`config.mk`:
```
export PLATFORM = sky130hd
export DESIGN_NAME = ps2_port
export DESIGN_NICKNAME = d
export VERILOG_FILES = /design/src/rtl/ps2_port.sv
export SDC_FILE = /design/constraint.sdc
export NUM_CORES = 1
export LEC_CHECK = 0
export BUFFER_PORTS_ARGS = -buffer_cell sky130_fd_sc_hd__buf_2
export CAP_MARGIN = 20
export CORE_ASPECT_RATIO = 0.7
export CORE_MARGIN = 5
export CORE_UTILIZATION = 30
export DETAILED_ROUTE_END_ITERATION = 10
export PLACE_DENSITY = 0.45
export SYNTH_ARGS = -nofsm -noshare
export SYNTH_HDL_FRONTEND = slang
export SYNTH_SLANG_ARGS = --single-unit
```
`constraint.sdc`:
```
create_clock -name clk -period 3.1 [get_ports clk]
set_clock_uncertainty 0.2 [all_clocks]
set_input_delay 0.155 -clock clk [delete_from_list [all_inputs] [get_ports clk]]
set_output_delay 0.155 -clock clk [all_outputs]
set_load 0.05 [all_outputs]
```
`src/rtl/ps2_port.sv`:
```
// PS/2 keyboard receiver with an 8-entry FIFO on a two-register CPU port.
// BASE reads the FIFO head. BASE+1 reads status {IE, OVF, FERR, PERR, count}
// and takes commands when written.
// Optional feature macro: PS2_PARITY_CHECK_EN. When it is defined, a frame with
// even parity is discarded and PERR is set.
module ps2_port #(
    parameter logic [7:0]  BASE    = 8'h60,
    parameter int unsigned TIMEOUT = 50000
) (
    input  logic       clk,
    input  logic       rst,
    input  logic       ps2_clk,
    input  logic       ps2_dat,
    input  logic [7:0] port_a,
    input  logic [7:0] port_o,
    input  logic       port_w,
    output logic [7:0] port_i,
    output logic       intr
);

    localparam logic [1:0] ST_IDLE  = 2'd0;
    localparam logic [1:0] ST_RECV  = 2'd1;
    localparam logic [1:0] ST_CHECK = 2'd2;

    localparam int unsigned    WD_W      = $clog2(TIMEOUT + 1);
    localparam logic [WD_W-1:0] WD_LIMIT = WD_W'(TIMEOUT - 1);
    localparam logic [7:0]     BASE_STAT = BASE + 8'd1;

    logic            clk_s1, clk_s2, clk_s3;
    logic            dat_s1, dat_s2;
    logic            fall_q, dat_q;

    logic [1:0]      state;
    logic [3:0]      bit_cnt;
    logic [WD_W-1:0] wd_cnt;
    logic [9:0]      sreg;
    logic            wd_expire;

    logic [7:0]      fifo_mem [8];
    logic [2:0]      rd_ptr, wr_ptr;
    logic [3:0]      count;
    logic            ie, ovf, ferr, perr;

    logic            frame_ok, push_req, set_ferr, set_perr;
    logic            ctl_wr, pop_req, flush_req, clr_req, ie_wr;
    logic            do_push, do_pop, set_ovf;
    logic [7:0]      head, status;
    logic            ctl_unused;

    // Synchronize both lines and register the falling edge of the PS/2 clock.
    always_ff @(posedge clk) begin
        if (rst) begin
            clk_s1 <= 1'b1;
            clk_s2 <= 1'b1;
            clk_s3 <= 1'b1;
            dat_s1 <= 1'b1;
            dat_s2 <= 1'b1;
            fall_q <= 1'b0;
            dat_q  <= 1'b1;
        end else begin
            clk_s1 <= ps2_clk;
            clk_s2 <= clk_s1;
            clk_s3 <= clk_s2;
            dat_s1 <= ps2_dat;
            dat_s2 <= dat_s1;
            fall_q <= clk_s3 & ~clk_s2;
            dat_q  <= dat_s2;
        end
    end

    assign wd_expire = (state == ST_RECV) && !fall_q && (wd_cnt == WD_LIMIT);

    // Frame receiver. It hunts for a start bit, shifts in ten bits, and then
    // spends one cycle in CHECK.
    always_ff @(posedge clk) begin
        if (rst) begin
            state   <= ST_IDLE;
            bit_cnt <= '0;
            wd_cnt  <= '0;
            sreg    <= '0;
        end else begin
            case (state)
                ST_IDLE: begin
                    bit_cnt <= '0;
                    wd_cnt  <= '0;
                    if (fall_q && !dat_q)
                        state <= ST_RECV;
                end
                ST_RECV: begin
                    if (fall_q) begin
                        wd_cnt <= '0;
                        sreg   <= {dat_q, sreg[9:1]};
                        if (bit_cnt == 4'd9) begin
                            bit_cnt <= '0;
                            state   <= ST_CHECK;
                        end else begin
                            bit_cnt <= bit_cnt + 4'd1;
                        end
                    end else if (wd_expire) begin
                        wd_cnt  <= '0;
                        bit_cnt <= '0;
                        state   <= ST_IDLE;
                    end else begin
                        wd_cnt <= wd_cnt + 1'b1;
                    end
                end
                ST_CHECK: state <= ST_IDLE;
                default:  state <= ST_IDLE;
            endcase
        end
    end

`ifdef PS2_PARITY_CHECK_EN
    logic parity_ok;
    assign parity_ok = ^sreg[8:0];
    assign frame_ok  = sreg[9] & parity_ok;
    assign set_perr  = (state == ST_CHECK) && sreg[9] && !parity_ok;
    assign ctl_unused = ^port_o[6:3];
`else
    assign frame_ok  = sreg[9];
    assign set_perr  = 1'b0;
    assign ctl_unused = ^{port_o[6:3], sreg[8]};
`endif

    assign push_req = (state == ST_CHECK) && frame_ok;
    assign set_ferr = ((state == ST_CHECK) && !sreg[9]) || wd_expire;

    assign ctl_wr    = port_w && (port_a == BASE_STAT);
    assign pop_req   = ctl_wr && port_o[0];
    assign flush_req = ctl_wr && port_o[1];
    assign clr_req   = ctl_wr && port_o[2];
    // A write carrying pop, flush or clear is a command and leaves IE unchanged.
    // Only a pure write (bits 2:0 all zero) loads IE from bit 7.
    assign ie_wr     = ctl_wr && (port_o[2:0] == 3'b000);

    // Flush takes priority over everything. If the FIFO is full, a pop in the
    // same cycle makes room for the incoming byte.
    assign do_pop  = pop_req && (count != 4'd0) && !flush_req;
    assign do_push = push_req && !flush_req && ((count != 4'd8) || do_pop);
    assign set_ovf = push_req && !flush_req && (count == 4'd8) && !do_pop;

    // FIFO storage; contents are qualified by count, so no reset is needed.
    always_ff @(posedge clk) begin
        if (do_push)
            fifo_mem[wr_ptr] <= sreg[7:0];
    end

    // FIFO pointers, count, sticky flags and the interrupt register.
    always_ff @(posedge clk) begin
        if (rst) begin
            rd_ptr <= '0;
            wr_ptr <= '0;
            count  <= '0;
            ie     <= 1'b0;
            ovf    <= 1'b0;
            ferr   <= 1'b0;
            perr   <= 1'b0;
            intr   <= 1'b0;
        end else begin
            if (flush_req) begin
                rd_ptr <= '0;
                wr_ptr <= '0;
                count  <= '0;
            end else begin
                if (do_pop)
                    rd_ptr <= rd_ptr + 3'd1;
                if (do_push)
                    wr_ptr <= wr_ptr + 3'd1;
                count <= count + {3'b000, do_push} - {3'b000, do_pop};
            end
            if (ie_wr)
                ie <= port_o[7];
            ovf  <= (ovf  & ~clr_req) | set_ovf;
            ferr <= (ferr & ~clr_req) | set_ferr;
            perr <= (perr & ~clr_req) | set_perr;
            intr <= ie & (count != 4'd0);
        end
    end

    assign head   = (count != 4'd0) ? fifo_mem[rd_ptr] : 8'h00;
    assign status = {ie, ovf, ferr, perr, count};

    // Zero-latency read mux.
    always_comb begin
        port_i = 8'h00;
        if (port_a == BASE)
            port_i = head;
        else if (port_a == BASE_STAT)
            port_i = status;
    end

endmodule
```
==> flow_metrics.env, run 1 <==
export IMPL_netlist_area_leader_share=0.377
export IMPL_vdd_drop_max_uv=341
export IMPL_design_die_area_sq_um=19800
export IMPL_cts_tree="built"
export IMPL_period_share=0.900
export IMPL_initialDrtViolationCount=214
export IMPL_critPathLaunchType="flip-flop"
export IMPL_syn_num_nets=451
export IMPL_numCtsBuffers=17
export IMPL_drive_gt1_frac=0.229
export IMPL_wl_um=11000
export IMPL_drt_pass1_iter_count=4
export IMPL_via_count=3294
export IMPL_dp_hpwl_um=7340
export IMPL_finalCriticalPeriod_ps=2790
export IMPL_gp_congestion=0.730
export IMPL_whs_ps=73.5
export IMPL_power_leakage_nw=2.12
export IMPL_endpoint_kind="flip-flop"
export IMPL_synth_seq_cells=121
export IMPL_syn_inst=419
export IMPL_antenna_found_initial=0
export IMPL_synth_most_common_cell="edfxtp_1"
export IMPL_finalNetCount=495
export IMPL_hold_viol_final=0
export IMPL_syn_avg_cell_area_sq_um=12.2
export IMPL_diodes=0
export IMPL_worstMarginPinSlew_ps=961
export IMPL_synth_largest_area_cell="edfxtp_1"
export IMPL_rows=39
export IMPL_power_density_nw_per_um2=600
export IMPL_grt_pass1_vias=3269
export IMPL_report_power_total_w=0.00371
export IMPL_track_usage=0.117
export IMPL_pin_count=30
export IMPL_fp_dieW_um=166
export IMPL_postCtsSetupBuffers=0
export IMPL_initial_core_util=0.309
export IMPL_htreeDepth=4
export IMPL_core_area_sq_um=16500
export IMPL_gr_total_overflow=0
export IMPL_cp_data_arrival_time_ps=2610
export IMPL_postSynth_asyncResetShare=0
export IMPL_clock_sinks=121
export IMPL_ys_seq_area_frac=0.600
export IMPL_dpl_instance_area_sq_um=5540
export IMPL_synth_area_leaders="edfxtp_1 (38%), dfxtp_1 (22%), mux4_2 (7.1%)"
export IMPL_hp_class="in2reg"
export IMPL_wl_per_cell_um=15.7
export IMPL_rsz0062_at_grt="false"
export IMPL_setup_viol=0
export IMPL_yosysWarnings=0
export IMPL_fmaxAchievable_ghz=0.358
export IMPL_postRouteAntennaNets=0
export IMPL_vias_per_cell=4.70
export IMPL_yosysUniqueCellTypes=56
export IMPL_grt_first_pass_wirelength_um=18100
export IMPL_max_slew_margin=0.357
export IMPL_cp_data_required_time_ps=2920
export IMPL_syn2layout_area_growth_pct=21.2
export IMPL_numPortBuffers=25
export IMPL_drcViolationCount=0
export IMPL_maxCapViolCount=0
export IMPL_slew_viol_final=0
export IMPL_clk_latency_ps=400
export IMPL_synthFlopType="edfxtp_1"
export IMPL_syn_area_sq_um=5100
export IMPL_critPathKind="reg2reg"
export IMPL_status="finished, final reports clean"
export IMPL_die_h_um=119
export IMPL_critPathMaxFanout=8
export IMPL_clk_path_buf_depth=2
export IMPL_synth_edf_count=64
export IMPL_clock_root_buffer="clkbuf_16"
export IMPL_synth_common_cells="edfxtp_1 (64), dfxtp_1 (57), nand2_1 (48), a21oi_1 (28), nor2_1 (27)"
export IMPL_finalSetupTns_ps=0
export IMPL_clk_pin_slew_worst_paths_ps=60
export IMPL_grt_max_degree=37
export IMPL_fin_area_sq_um=6180
==> registers in the layout, summed over array words and instances, names as in the netlist, 2 cells and up, named ones only <==
name / count
wr_ptr: 3
fifo_mem: 64
sreg: 10
wd_cnt: 16
rd_ptr: 3
state: 2
bit_cnt: 4
count: 4
==> final cells by class <==
cell class / count / area [sq um]
inverter: 17 / 63.8
multi-input combinational: 262 / 1900
clock inverter: 15 / 176
fill: 1641 / 10300
timing repair buffer: 44 / 278
tap: 225 / 282
clock buffer: 17 / 425
sequential: 121 / 3060
==> power breakdown <==
part / internal, W / total (W) / switching, W
registers: 0.00167 / 0.00167 / 0.00000138
logic: 0.0000155 / 0.0000332 / 0.0000177
clock network: 0.00122 / 0.00200 / 0.000781
total: 0.00291 / 0.00371 / 0.000801
==> stage by stage <==
| step | setup WS [ps] | util | cells |
|---|---|---|---|
| finish | 309 | 0.375 | 701 |
| global route | 18.4 | 0.375 | 701 |
| CTS | 191 | 0.375 | 701 |
| detailed placement | 217 | 0.336 | 665 |
| global placement | 292 | 0.336 | 665 |
| floorplan | 231 | - | 419 |
==> routing by layer <==
layer  GRT usage  up-vias  share of wire
met3      0.0315        7          0.037
met1       0.160     1606           0.48
met4      0.0355        0         0.0086
met5           0        -              0
li1            -     1637              -
met2       0.185       44           0.47
==> final timing paths <==
path                                  endpoint  cells past startpoint  slack (ps)      from
worst max-delay path            fifo_mem[7][6]                      7         310  count[2]
worst min-delay path                        ie                      2          70       rst
worst max register to register  fifo_mem[7][6]                      7         310  count[2]
worst min register to register           dat_q                      1         210    dat_s2
==> cells by family (layout without fill, tap and decap cells) <==
family / Yosys count / in the layout / synth area share
and+or+nand+nor: 146 / 146 / 0.156
DFF: 121 / 121 / 0.600
AOI/OAI and AO/OA: 72 / 72 / 0.0809
buffers and inverters: 36 / 93 / 0.0316
muxes: 27 / 27 / 0.0922
adders and majority gates: 11 / 11 / 0.0284
xor gates and xnor gates: 6 / 6 / 0.0103
==> worst max-delay path, stage by stage (launching register included) <==
cell      delay [ps]
dfxtp_1          340
inv_1             80
ha_1             200
nor3b_2          180
nor4bb_1         270
buf_4            200
o211ai_1         170
nor2_1           780
==> cell usage in the layout, fill, tap and decap left out, types with 3 or more instances in the layout <==
cell	instances
edfxtp_1	64
dfxtp_1	57
nand2_1	48
a21oi_1	28
nor2_1	27
buf_2	25
o21ai_0	18
inv_1	17
clkbuf_16	17
mux4_2	16
buf_4	15
mux2i_1	11
nand3_1	10
ha_1	10
a31oi_1	9
inv_6	8
nor3_1	7
or3_1	7
nand2b_1	6
or2_2	6
nor3b_1	4
xor2_1	4
o21ai_1	4
dlygate4sd3_1	4
and3_1	3
nand4_1	3
inv_8	3
==> repair_timing <==
action                                 in CTS  in global routing
gates resized for setup                     0                  1
setup endpoints to repair                   0                  1
hold buffers                                4                  0
endpoints found under the hold margin       3                  0
Note: power is estimated with default switching activity, not from simulation.
==> inputs of run 2 (changes only) <==
==> constraint.sdc (replaced) <==
create_clock -name clk -period 3.6 [get_ports clk]
set_clock_uncertainty 0.2 [all_clocks]
set_input_delay 0.18 -clock clk [delete_from_list [all_inputs] [get_ports clk]]
set_output_delay 0.18 -clock clk [all_outputs]
set_load 0.05 [all_outputs]
==> run 2 against run 1 <==
Net effect: clock power is 9% lower; global-route usage is 0.11 points lower; first-iteration DRC count is 15% higher; critical path type unchanged; flip-flop and latch count stayed put; register-to-register slack better by 480 ps; critical endpoint is now count[2].
==> flow_metrics.env, run 2 (synthesis gave the netlist of run 1 again) <==
export IMPL_status="finished, final reports clean"
export IMPL_cp_data_required_time_ps=3690
export IMPL_whs_path_depth=2
export IMPL_critPathMaxFanout=7
export IMPL_pwr_share_clk=0.554
export IMPL_numCtsBuffers=17
export IMPL_htreeDepth=4
export IMPL_core_area_sq_um=16500
export IMPL_gr_total_overflow=0
export IMPL_layout_common_cells="edfxtp_1 (64), dfxtp_1 (57), nand2_1 (48), a21oi_1 (28), nor2_1 (27)"
export IMPL_max_slew_margin=0.460
export IMPL_cp_data_arrival_time_ps=2900
export IMPL_vdd_drop_max_uv=285
export IMPL_top_regs="fifo_mem: 64 flops, wd_cnt: 16 flops, sreg: 10 flops"
export IMPL_dp_hpwl_um=7360
export IMPL_clock_root_buffer="clkbuf_16"
export IMPL_fp_dieW_um=166
export IMPL_initial_core_util=0.309
export IMPL_power_density_nw_per_um2=532
export IMPL_clk_pin_slew_worst_paths_ps=60
export IMPL_clk_path_buf_depth=2
export IMPL_rows=39
export IMPL_diodes=0
export IMPL_syn2layout_area_growth_pct=21.4
export IMPL_track_usage=0.116
export IMPL_report_power_total_w=0.00330
export IMPL_pwr_share_comb=0.009
export IMPL_via_count=3312
export IMPL_layout_commonest_cell="edfxtp_1"
export IMPL_crit_reg2reg_launch="count[2]"
export IMPL_p_int_w=0.00263
export IMPL_rsz0062_at_grt="false"
export IMPL_largest_reg_flops=64
export IMPL_finalNetCount=492
export IMPL_setup_viol=0
export IMPL_drcViolationCount=0
export IMPL_period_share=0.781
export IMPL_cts_tree="built"
export IMPL_wl_um=11000
export IMPL_grt_max_degree=37
export IMPL_clk_latency_ps=410
export IMPL_initialDrtViolationCount=247
export IMPL_wl_per_cell_um=15.8
export IMPL_pin_count=30
export IMPL_design_die_area_sq_um=19800
export IMPL_numPortBuffers=25
export IMPL_cts_resized=0
export IMPL_multi_input_area_sq_um=1890
export IMPL_finalSetupTns_ps=0
export IMPL_drt_pass1_iter_count=4
export IMPL_dpl_instance_area_sq_um=5520
export IMPL_crit_end="count[2]"
export IMPL_postCtsSetupBuffers=0
export IMPL_fill_cells=1624
export IMPL_grt_first_pass_wirelength_um=17800
export IMPL_switchingPower_w=0.000667
export IMPL_worstMarginPinSlew_ps=808
export IMPL_pwr_share_seq=0.438
export IMPL_endpoint_kind="flip-flop"
export IMPL_ctsHoldBuffers=4
export IMPL_die_h_um=119
export IMPL_fmaxAchievable_ghz=0.356
export IMPL_r2r_cells=12
export IMPL_switching_share=0.202
export IMPL_power_leakage_nw=2.11
export IMPL_critPathKind="reg2reg"
export IMPL_slew_viol_final=0
export IMPL_clock_sinks=121
export IMPL_maxCapViolCount=0
export IMPL_hold_viol_final=0
export IMPL_top_register="fifo_mem"
export IMPL_postRouteAntennaNets=0
export IMPL_rr_endpoint="count[2]"
export IMPL_antenna_found_initial=0
export IMPL_gp_congestion=0.736
export IMPL_vias_per_cell=4.74
export IMPL_hp_class="in2reg"
export IMPL_grt_pass1_vias=3267
export IMPL_critPathLaunchType="flip-flop"
export IMPL_reg2reg_slack_ps=790
export IMPL_cp_startpoint="count[2]"
export IMPL_drive_gt1_frac=0.222
export IMPL_finalCriticalPeriod_ps=2810
export IMPL_fin_area_sq_um=6200
export IMPL_seq_area_sq_um=3060
## run 2: how the worst min path moves through the flow
stage	slack, ps	startpoint	to
floorplan	80	ps2_clk	clk_s1
global placement	170	ps2_dat	dat_s1
detailed placement	170	ps2_dat	dat_s1
CTS	80	port_w	ovf
global route	120	port_o[2]	perr
finish	100	rst	ovf
## run 2: per-stage QoR
stage | utilization | std cells | setup slack (ps) | hold WS (ps)
6_report | 0.376 | 698 | 788 | 100
5_1_grt | 0.376 | 698 | 512 | 117
4_1_cts | 0.376 | 698 | 712 | 75.4
3_5_place_dp | 0.334 | 662 | 750 | 166
3_3_place_gp | 0.334 | 662 | 798 | 167
2_1_floorplan | - | 419 | 731 | 83.8
## run 2: worst max-delay path, cell delays in order, from the launching register on
cell and delay, ps:
dfxtp_1 310, inv_1 100, ha_1 160, nor3b_1 460, nor4bb_1 130, buf_4 190, nand2b_1 170, o21ai_0 180
ha_1 190, inv_1 50, fa_1 380, xor2_1 130, nor2_1 50
## run 2: power groups by stage
stage               sequential (W)  combinational, W  clock (W)
floorplan                  0.00147         0.0000149          0
global placement           0.00147         0.0000256          0
detailed placement         0.00147         0.0000263          0
CTS                        0.00144         0.0000287    0.00188
global route               0.00144         0.0000320    0.00194
finish                     0.00144         0.0000282    0.00183
## run 2: area by class of cell
class / instances / share of cell area
Timing Repair Buffer: 41 / 0.0412
Multi-Input combinational cell: 262 / 0.305
Clock buffer: 17 / 0.0686
Tap cell: 225 / 0.0454
Clock inverter: 15 / 0.0349
Inverter: 17 / 0.0103
Sequential cell: 121 / 0.494
## run 2: metal layers
metal,wire [um],track usage,vias up
met5,0,0,-
met4,188,0.0464,0
met3,534,0.0351,12
met2,5000,0.176,64
met1,5300,0.157,1601
li1,-,-,1635
